**config.mk**
```make
export PLATFORM = sky130hd
export DESIGN_NAME = ov_stream_gen
export DESIGN_NICKNAME = d
export VERILOG_FILES = /design/src/rtl/cam_pkg.sv /design/src/rtl/ov_color_bar.sv /design/src/rtl/ov_stream_gen.sv
export SDC_FILE = /design/constraint.sdc
export NUM_CORES = 1
export LEC_CHECK = 0
export BUFFER_PORTS_ARGS = -buffer_cell sky130_fd_sc_hd__buf_2
export CAP_MARGIN = 0
export CORE_AREA = 2 2 84 94
export DETAILED_ROUTE_END_ITERATION = 12
export DIE_AREA = 0 0 86 96
export PLACE_DENSITY = 0.82
export SETUP_SLACK_MARGIN = 0.3
export SLEW_MARGIN = 10
export SYNTH_ARGS = -nofsm -noshare
export SYNTH_HDL_FRONTEND = slang
export SYNTH_SLANG_ARGS = --single-unit
```
**constraint.sdc**
```tcl
create_clock -name clk -period 2.25 [get_ports clk]
set_input_delay 0 -clock clk [delete_from_list [all_inputs] [get_ports clk]]
set_output_delay 0 -clock clk [all_outputs]
set_load 0.01 [all_outputs]
```
**src/rtl/cam_pkg.sv**
```systemverilog
// cam_pkg: shared FSM states, RGB565 color constants and default OV7670 timing
// for the DVP stream generator.
package cam_pkg;
    typedef enum logic [2:0] {IDLE, VSYNC, VBACK, ACTIVE, VFRONT} state_t;
    localparam int DEF_WIDTH    = 640;
    localparam int DEF_HEIGHT   = 480;
    localparam int DEF_H_BLANK  = 144;
    localparam int DEF_VS_LINES = 3;
    localparam int DEF_V_BACK   = 17;
    localparam int DEF_V_FRONT  = 10;
    localparam logic [15:0] RGB_WHITE   = 16'hFFFF;
    localparam logic [15:0] RGB_YELLOW  = 16'hFFE0;
    localparam logic [15:0] RGB_CYAN    = 16'h07FF;
    localparam logic [15:0] RGB_GREEN   = 16'h07E0;
    localparam logic [15:0] RGB_MAGENTA = 16'hF81F;
    localparam logic [15:0] RGB_RED     = 16'hF800;
    localparam logic [15:0] RGB_BLUE    = 16'h001F;
    localparam logic [15:0] RGB_BLACK   = 16'h0000;
    function automatic logic [15:0] bar_color(input logic [2:0] bar);
        return bar == 3'd0 ? RGB_WHITE :
               bar == 3'd1 ? RGB_YELLOW :
               bar == 3'd2 ? RGB_CYAN :
               bar == 3'd3 ? RGB_GREEN :
               bar == 3'd4 ? RGB_MAGENTA :
               bar == 3'd5 ? RGB_RED :
               bar == 3'd6 ? RGB_BLUE : RGB_BLACK;
    endfunction
endpackage

```
**src/rtl/ov_color_bar.sv**
```systemverilog
// ov_color_bar: maps a pixel column onto eight equal-width vertical RGB565 bars.
module ov_color_bar
    import cam_pkg::*;
#(
    parameter int WIDTH = DEF_WIDTH
) (
    input  logic [9:0]  x_i,
    output logic [15:0] rgb_o
);
    logic [2:0] bar;
    always_comb bar = 3'((32'(x_i) * 8) / WIDTH);
    always_comb rgb_o = bar_color(bar);
endmodule

```
**src/rtl/ov_stream_gen.sv**
```systemverilog
// ov_stream_gen: OV7670-style DVP transmitter producing pclk, VSYNC, HREF and RGB565 bytes.
// Define CAM_PATTERN_EN to add the built-in color bar source selected by use_pattern.
module ov_stream_gen
    import cam_pkg::*;
#(
    parameter int WIDTH    = DEF_WIDTH,
    parameter int HEIGHT   = DEF_HEIGHT,
    parameter int H_BLANK  = DEF_H_BLANK,
    parameter int VS_LINES = DEF_VS_LINES,
    parameter int V_BACK   = DEF_V_BACK,
    parameter int V_FRONT  = DEF_V_FRONT
) (
    input  logic        clk,
    input  logic        rst,
    input  logic        work_en,
    input  logic        use_pattern,
    output logic        ov_pclk,
    output logic        ov_vs,
    output logic        ov_hs,
    output logic [7:0]  cam_data,
    output logic        pix_req,
    output logic [9:0]  pix_x,
    output logic [8:0]  pix_y,
    input  logic [15:0] pix_data,
    output logic        frame_done,
    output logic [15:0] frame_cnt
);
    localparam int L    = 2 * WIDTH + H_BLANK;
    localparam int HW   = $clog2(L);
    localparam int VM_A = VS_LINES > V_BACK ? VS_LINES : V_BACK;
    localparam int VM_B = HEIGHT > V_FRONT ? HEIGHT : V_FRONT;
    localparam int VW   = $clog2((VM_A > VM_B ? VM_A : VM_B) + 1);
    localparam logic [HW-1:0] H_LAST = HW'(L - 1);
    localparam logic [HW-1:0] H_ACT  = HW'(2 * WIDTH);
    localparam logic [VW-1:0] VS_END = VW'(VS_LINES - 1);
    localparam logic [VW-1:0] VB_END = VW'(V_BACK - 1);
    localparam logic [VW-1:0] VA_END = VW'(HEIGHT - 1);
    localparam logic [VW-1:0] VF_END = VW'(V_FRONT - 1);
    state_t state_q, state_d;
    logic pclk_q, pclk_d, vs_q, vs_d, hs_q, hs_d, req_q, req_d, done_q, done_d;
    logic [HW-1:0] h_q, h_d;
    logic [VW-1:0] v_q, v_d, v_end;
    logic [7:0] data_q, data_d, lo_q, lo_d;
    logic [9:0] x_q, x_d, cur_x;
    logic [8:0] y_q, y_d;
    logic [15:0] cnt_q, cnt_d, pix;
    logic pat, in_act, line_end, frame_end;
    assign cur_x = 10'(h_q >> 1);
`ifdef CAM_PATTERN_EN
    logic [15:0] bar_rgb;
    ov_color_bar #(.WIDTH(WIDTH)) u_bar (.x_i(cur_x), .rgb_o(bar_rgb));
    assign pat = use_pattern;
    assign pix = pat ? bar_rgb : pix_data;
`else
    logic unused_pattern;
    assign unused_pattern = use_pattern;
    assign pat = 1'b0;
    assign pix = pix_data;
`endif
    assign in_act    = state_q == ACTIVE && h_q < H_ACT;
    assign line_end  = h_q == H_LAST;
    assign frame_end = pclk_q && state_q == VFRONT && line_end && v_q == VF_END;
    assign v_end = state_q == VSYNC ? VS_END : state_q == VBACK ? VB_END :
                   state_q == ACTIVE ? VA_END : VF_END;
    // Ticks (pclk high) advance the raster; the clk before an even tick issues the fetch.
    always_comb begin
        state_d = state_q;
        pclk_d  = state_q != IDLE && !pclk_q;
        h_d     = h_q;
        v_d     = v_q;
        vs_d    = vs_q;
        hs_d    = hs_q;
        data_d  = data_q;
        lo_d    = lo_q;
        req_d   = 1'b0;
        x_d     = x_q;
        y_d     = y_q;
        done_d  = 1'b0;
        cnt_d   = cnt_q;
        if (state_q == IDLE) begin
            if (work_en) state_d = VSYNC;
        end else if (!pclk_q) begin
            req_d = !pat && in_act && !h_q[0];
            if (req_d) begin
                x_d = cur_x;
                y_d = 9'(v_q);
            end
        end else begin
            vs_d   = state_q == VSYNC;
            hs_d   = in_act;
            data_d = !in_act ? 8'h00 : h_q[0] ? lo_q : pix[15:8];
            if (in_act && !h_q[0]) lo_d = pix[7:0];
            h_d = line_end ? '0 : h_q + 1'b1;
            if (line_end) begin
                v_d = v_q == v_end ? '0 : v_q + 1'b1;
                if (v_q == v_end)
                    state_d = state_q == VSYNC ? VBACK : state_q == VBACK ? ACTIVE :
                              state_q == ACTIVE ? VFRONT : work_en ? VSYNC : IDLE;
            end
            if (frame_end) begin
                done_d = 1'b1;
                cnt_d  = cnt_q + 16'd1;
            end
        end
    end
    always_ff @(posedge clk) begin
        if (!rst) begin
            state_q <= IDLE;
            pclk_q  <= 1'b0;
            h_q     <= '0;
            v_q     <= '0;
            vs_q    <= 1'b0;
            hs_q    <= 1'b0;
            data_q  <= '0;
            lo_q    <= '0;
            req_q   <= 1'b0;
            x_q     <= '0;
            y_q     <= '0;
            done_q  <= 1'b0;
            cnt_q   <= '0;
        end else begin
            state_q <= state_d;
            pclk_q  <= pclk_d;
            h_q     <= h_d;
            v_q     <= v_d;
            vs_q    <= vs_d;
            hs_q    <= hs_d;
            data_q  <= data_d;
            lo_q    <= lo_d;
            req_q   <= req_d;
            x_q     <= x_d;
            y_q     <= y_d;
            done_q  <= done_d;
            cnt_q   <= cnt_d;
        end
    end
    assign ov_pclk    = pclk_q;
    assign ov_vs      = vs_q;
    assign ov_hs      = hs_q;
    assign cam_data   = data_q;
    assign pix_req    = req_q;
    assign pix_x      = x_q;
    assign pix_y      = y_q;
    assign frame_done = done_q;
    assign frame_cnt  = cnt_q;
endmodule

```
* After elaboration in Yosys (flattened, before gate mapping)
Cells that the tools add are included.
** Operators by class
- Bitwise gates (word level) :: 3
- Shifts and indexed selects :: 0
- $mul :: 0
- Multiplexer cells :: 17
- Divide/modulo/power cells :: 0
- Add/sub/neg operators :: 3
- Magnitude comparators :: 1
- Eq/ne operators :: 8
- Reduce and logical (&&, ||, !) cells :: 21
** Operators by type and width (count)
- 2-to-1 mux 9 bit :: 4
- 2-to-1 mux 3 bit :: 8
- adder 16 x 1 -> 16 bit (second input constant) :: 1
- 2-to-1 mux 8 bit :: 2
- AND reduction 3 bit :: 4
- adder 11 x 1 -> 11 bit (second input constant) :: 1
- == test 11 bit (second input constant) :: 1
- < comparator 11 bit (second input constant) :: 1
- 2-to-1 mux 11 bit :: 1
- adder 9 x 1 -> 9 bit (second input constant) :: 1
- == test 9 x 4 -> 1 bit (second input constant) :: 1
- == test 9 bit :: 1
- == test 3 x 2 -> 1 bit (second input constant) :: 2
- logical AND 1 bit :: 6
- nonzero test 2 bit :: 3
- OR reduction 3 bit :: 2
- AND reduction 4 bit :: 1
- == test 3 x 1 -> 1 bit (second input constant) :: 1
- == test 3 bit (second input constant) :: 1
- logical NOT 3 bit :: 1
- inverter 1 bit :: 3
- nonzero test 3 bit :: 1
- logical NOT 1 bit :: 2
- 2-to-1 mux 1 bit :: 2
- other kinds (2) :: 2
** Storage, ports and cells
- Bits in writable memories :: 0
- Bits in registers :: 79
- ROM bits :: 0
- Memories :: 0
- Input bits :: 20
- Word-level logic and storage cells :: 66
- Latch bits :: 0
- Output and inout bits :: 48

* Longest topological paths before layout
- Depth after elaboration :: 9
- Mapped depth :: 8
- Gate-level depth less buffers :: 7

* Worst setup path before layout
Ideal clock, no wire load.
- Path kind :: reg2reg
- From :: reg v_q[2]
- To :: reg state_q[1]
- Path slack :: 0.168 ns
- Arrival :: 1.960 ns
- Data required time :: 2.128 ns
- Setup time :: 0.122 ns
- Clock period less this slack :: 2.082 ns
- Path buffers :: 1
- Stages on the path, launching flop included :: 7
- Path through :: dfxtp_1 buf_6 or4_4 mux2_2 a211oi_4 a311oi_1 a311o_1
** Between the ends
- Word-level cells in the longest chain between the ends :: 3
** Ends and longest elaborated chain
- start: declaration :: line ov_stream_gen.sv:42 : logic [VW-1:0] v_q, v_d, v_end;
- start signal: assignment :: line ov_stream_gen.sv:125 : v_q <= v_d;
- == test 9 bit :: line ov_stream_gen.sv:96 : if (v_q == v_end)
- nonzero test 2 bit (no line)
- AND reduction 4 bit (no line)
- end signal: assignment :: line ov_stream_gen.sv:122 : state_q <= state_d;
- end: declaration :: line ov_stream_gen.sv:39 : state_t state_q, state_d;
No other way between the ends.
A chain may end at the register's enable or synchronous reset.

* Worst setup path after layout
- From :: reg v_q[7]
- To :: reg state_q[1]
The elaborated chain is that of the path after synthesis.

==> flow_summary.ini <==
[routing]
wire_per_inst_um = 14.9
ant_nets = 0
drc_errors = 0
drt_wl_total_um = 8700
dr.pass1.iters = 4
vias_per_cell = 5.54
vias = 3229
dr.first_iter.drc_count = 209

[setup_path]
worstPathArrival_ps = 2320
end_kind = register
crit_path_max_fanout = 7
start_kind = register
critPathKind = register to register
cp.required_ps = 2490

[yosys]
synth-edff-count = 0
synth_cells = 397
synth_flop_cell = dfxtp_1
synth_cell_types = 50
syn_area_um2 = 3500
yosysSeqAreaShare_pct = 45.2
postSynthAreaPerCell_um2 = 8.81
yosysWarnings = 0
synth_seq_cells = 79
syn-num-nets = 421
async_flop_share_pct = 0

[cells_and_area]
nets = 515
layout_common_cells = dfxtp_1, buf_2, nand2_1
antenna_cells = 0
fin_cells = 583
drive_gt1_share_pct = 30.0
syn2layout_area_growth_pct = 28.4
post-route-util_pct = 61.4
final_common_cell = dfxtp_1

[power]
pwr-share-comb_pct = 6.8
finalPower_mw = 2.62
p_sw_share_pct = 22.7
p_int_mw = 2.02
leakagePower_nw = 1.72
seqPwrFrac_pct = 53.8
powerDensity_nw_per_um2 = 583
switchingPower_mw = 0.593
ir_drop_mv = 0.443
clockPowerShare_pct = 39.4

[clock_network]
clockBufferDepth = 2
htreeDepth = 3
cts_buffers = 9
cts_tree = yes
cts_num_sinks = 79
cts-root-buf = clkbuf_8
cts.clk_slew.worst_paths_ps = 80
insertion_delay_ps = 350

[global_routing]
grtUsageMet2_pct = 39.9
overflow = 0
grt_pass1_wl_um = 14300
grt_max_degree = 35
grt_usage_pct = 21.9
busiest_layer = met2
met1_usage_pct = 23.7
grtUsageMet3_pct = 5.57
grt_antenna_before_repair = 0
grt_pass1_vias = 3175

[timing]
skew_ps = 12.0
drv_slew = 0
fin_crit_sh_pct = 92.5
setup_viol = 0
rsz0062_at_grt = true
max_freq_mhz = 481
relSlewSlack_pct = 59.0
setup_ws_ps = 169
min_period_ps = 2080
hold_viol_final = 0
setup_tns_ps = 0
worst_pin_slew_ps = 613

[placement]
port_buffers = 66
dp.cells = 547
gp_congestion = 0.818
dp.final_hpwl_um = 5840
pre_cts_ws_ps = 73.7

[floorplan]
io_pins = 68
rows = 33
core_um2 = 7310
initial_utilization_pct = 47.8
dieHeight_um = 96
dieArea_um2 = 8260
die_w_um = 86

[flow_run]
maxCapViolCount = 0

[hold_path]
hold_path.class = input pin to register

[status]
status = complete, no violations
-- through the flow --
| stage | instance area, µm² | hold slack (ps) |
|---|---|---|
| CTS | 4440 | 8.72 |
| detailed placement | 4020 | 245 |
| floorplan | 3530 | 147 |
| finish | 4490 | 21.0 |
| global route | 4490 | 22.0 |
| global placement | 4020 | 232 |
-- area by class of cell --
class	count	area [µm²]
timing repair buffer	105	682
fill	606	2820
multi-input combinational	289	1890
tap	87	109
clock buffer	12	145
clock inverter	4	45.0
inverter	7	26.3
sequential	79	1590
-- repair_timing --
| item | CTS | global route |
|---|---|---|
| setup endpoints to repair | 59 | 50 |
| hold endpoints to repair | 11 | 0 |
| pin swaps | 18 | 10 |
| setup buffers | 9 | 2 |
| cloned | 0 | 0 |
| resized for setup | 19 | 7 |
| hold buffers | 9 | 0 |
-- worst paths after layout --
kind                         start                  endpoint  slack, ps  cells past startpoint
min reg2reg  pix_x[8]$_SDFFE_PN0P_     pix_x[8]$_SDFFE_PN0P_        460                      2
max reg2reg    v_q[7]$_SDFFE_PN0P_   state_q[1]$_SDFFE_PN0P_        170                      5
max            v_q[7]$_SDFFE_PN0P_   state_q[1]$_SDFFE_PN0P_        170                      5
min                   pix_data[14]  cam_data[6]$_SDFFE_PN0P_         20                      4
-- state kept, by name (all words and copies together) (netlist names) --
name        flops
frame_cnt      16
h_q            11
pix_x          10
pix_y           9
v_q             9
cam_data        8
lo_q            8
state_q         3
frame_done      1
ov_hs           1
ov_pclk         1
ov_vs           1
pix_req         1
-- cell usage after synthesis (3+ instances only) --
cell | count | share of area, %
mux2i_1 | 8 | 2.3
nor2_1 | 37 | 4.0
nor4_1 | 4 | 0.72
dfxtp_1 | 79 | 45
nand2_1 | 57 | 6.1
inv_1 | 6 | 0.64
and2_1 | 3 | 0.54
and4_1 | 6 | 1.5
xor2_1 | 11 | 2.8
buf_2 | 4 | 0.57
o211ai_1 | 3 | 0.64
mux2_2 | 9 | 2.9
nand3_1 | 11 | 1.6
a22oi_1 | 8 | 1.7
nor3_1 | 12 | 1.7
a21oi_1 | 34 | 4.9
clkbuf_1 | 15 | 1.6
or3_1 | 7 | 1.3
and3_1 | 7 | 1.3
xnor2_1 | 14 | 3.5
ha_1 | 4 | 1.4
o21ai_0 | 10 | 1.4
nand4_1 | 12 | 2.1
-- worst max-delay path, stage by stage (launching register included) --
cell and delay (ps):
dfxtp_1 370, or4_4 550, mux2_4 310, a211oi_4 300, a311oi_1 150, a311o_1 290
-- cells by family after synthesis --
group,count (synthesis),share of synthesized area [%]
muxes,17,5.19
buffers and inverters,29,3.69
and+or+nand+nor,175,26.1
DFF,79,45.2
xor gates and xnor gates,25,6.26
AOI/OAI and AO/OA,68,12.1
adders and majority gates,4,1.43
-- power by group through the flow --
stage                     registers, mW  logic [mW]  clock network, mW
after floorplan                    1.44      0.0940                  0
after global placement             1.45       0.139                  0
after detailed placement           1.45       0.144                  0
after CTS                          1.41       0.175               1.05
after global routing               1.41       0.193               1.10
final                              1.41       0.177               1.03
-- metal layers --
| layer | part of all wire [%] | up-vias |
|---|---|---|
| met3 | 5.2 | 16 |
| met2 | 51 | 96 |
| met1 | 41 | 1526 |
| met5 | 0 | - |
| li1 | - | 1591 |
| met4 | 2.1 | 0 |
No activity file was read; power rests on OpenSTA's default activity.
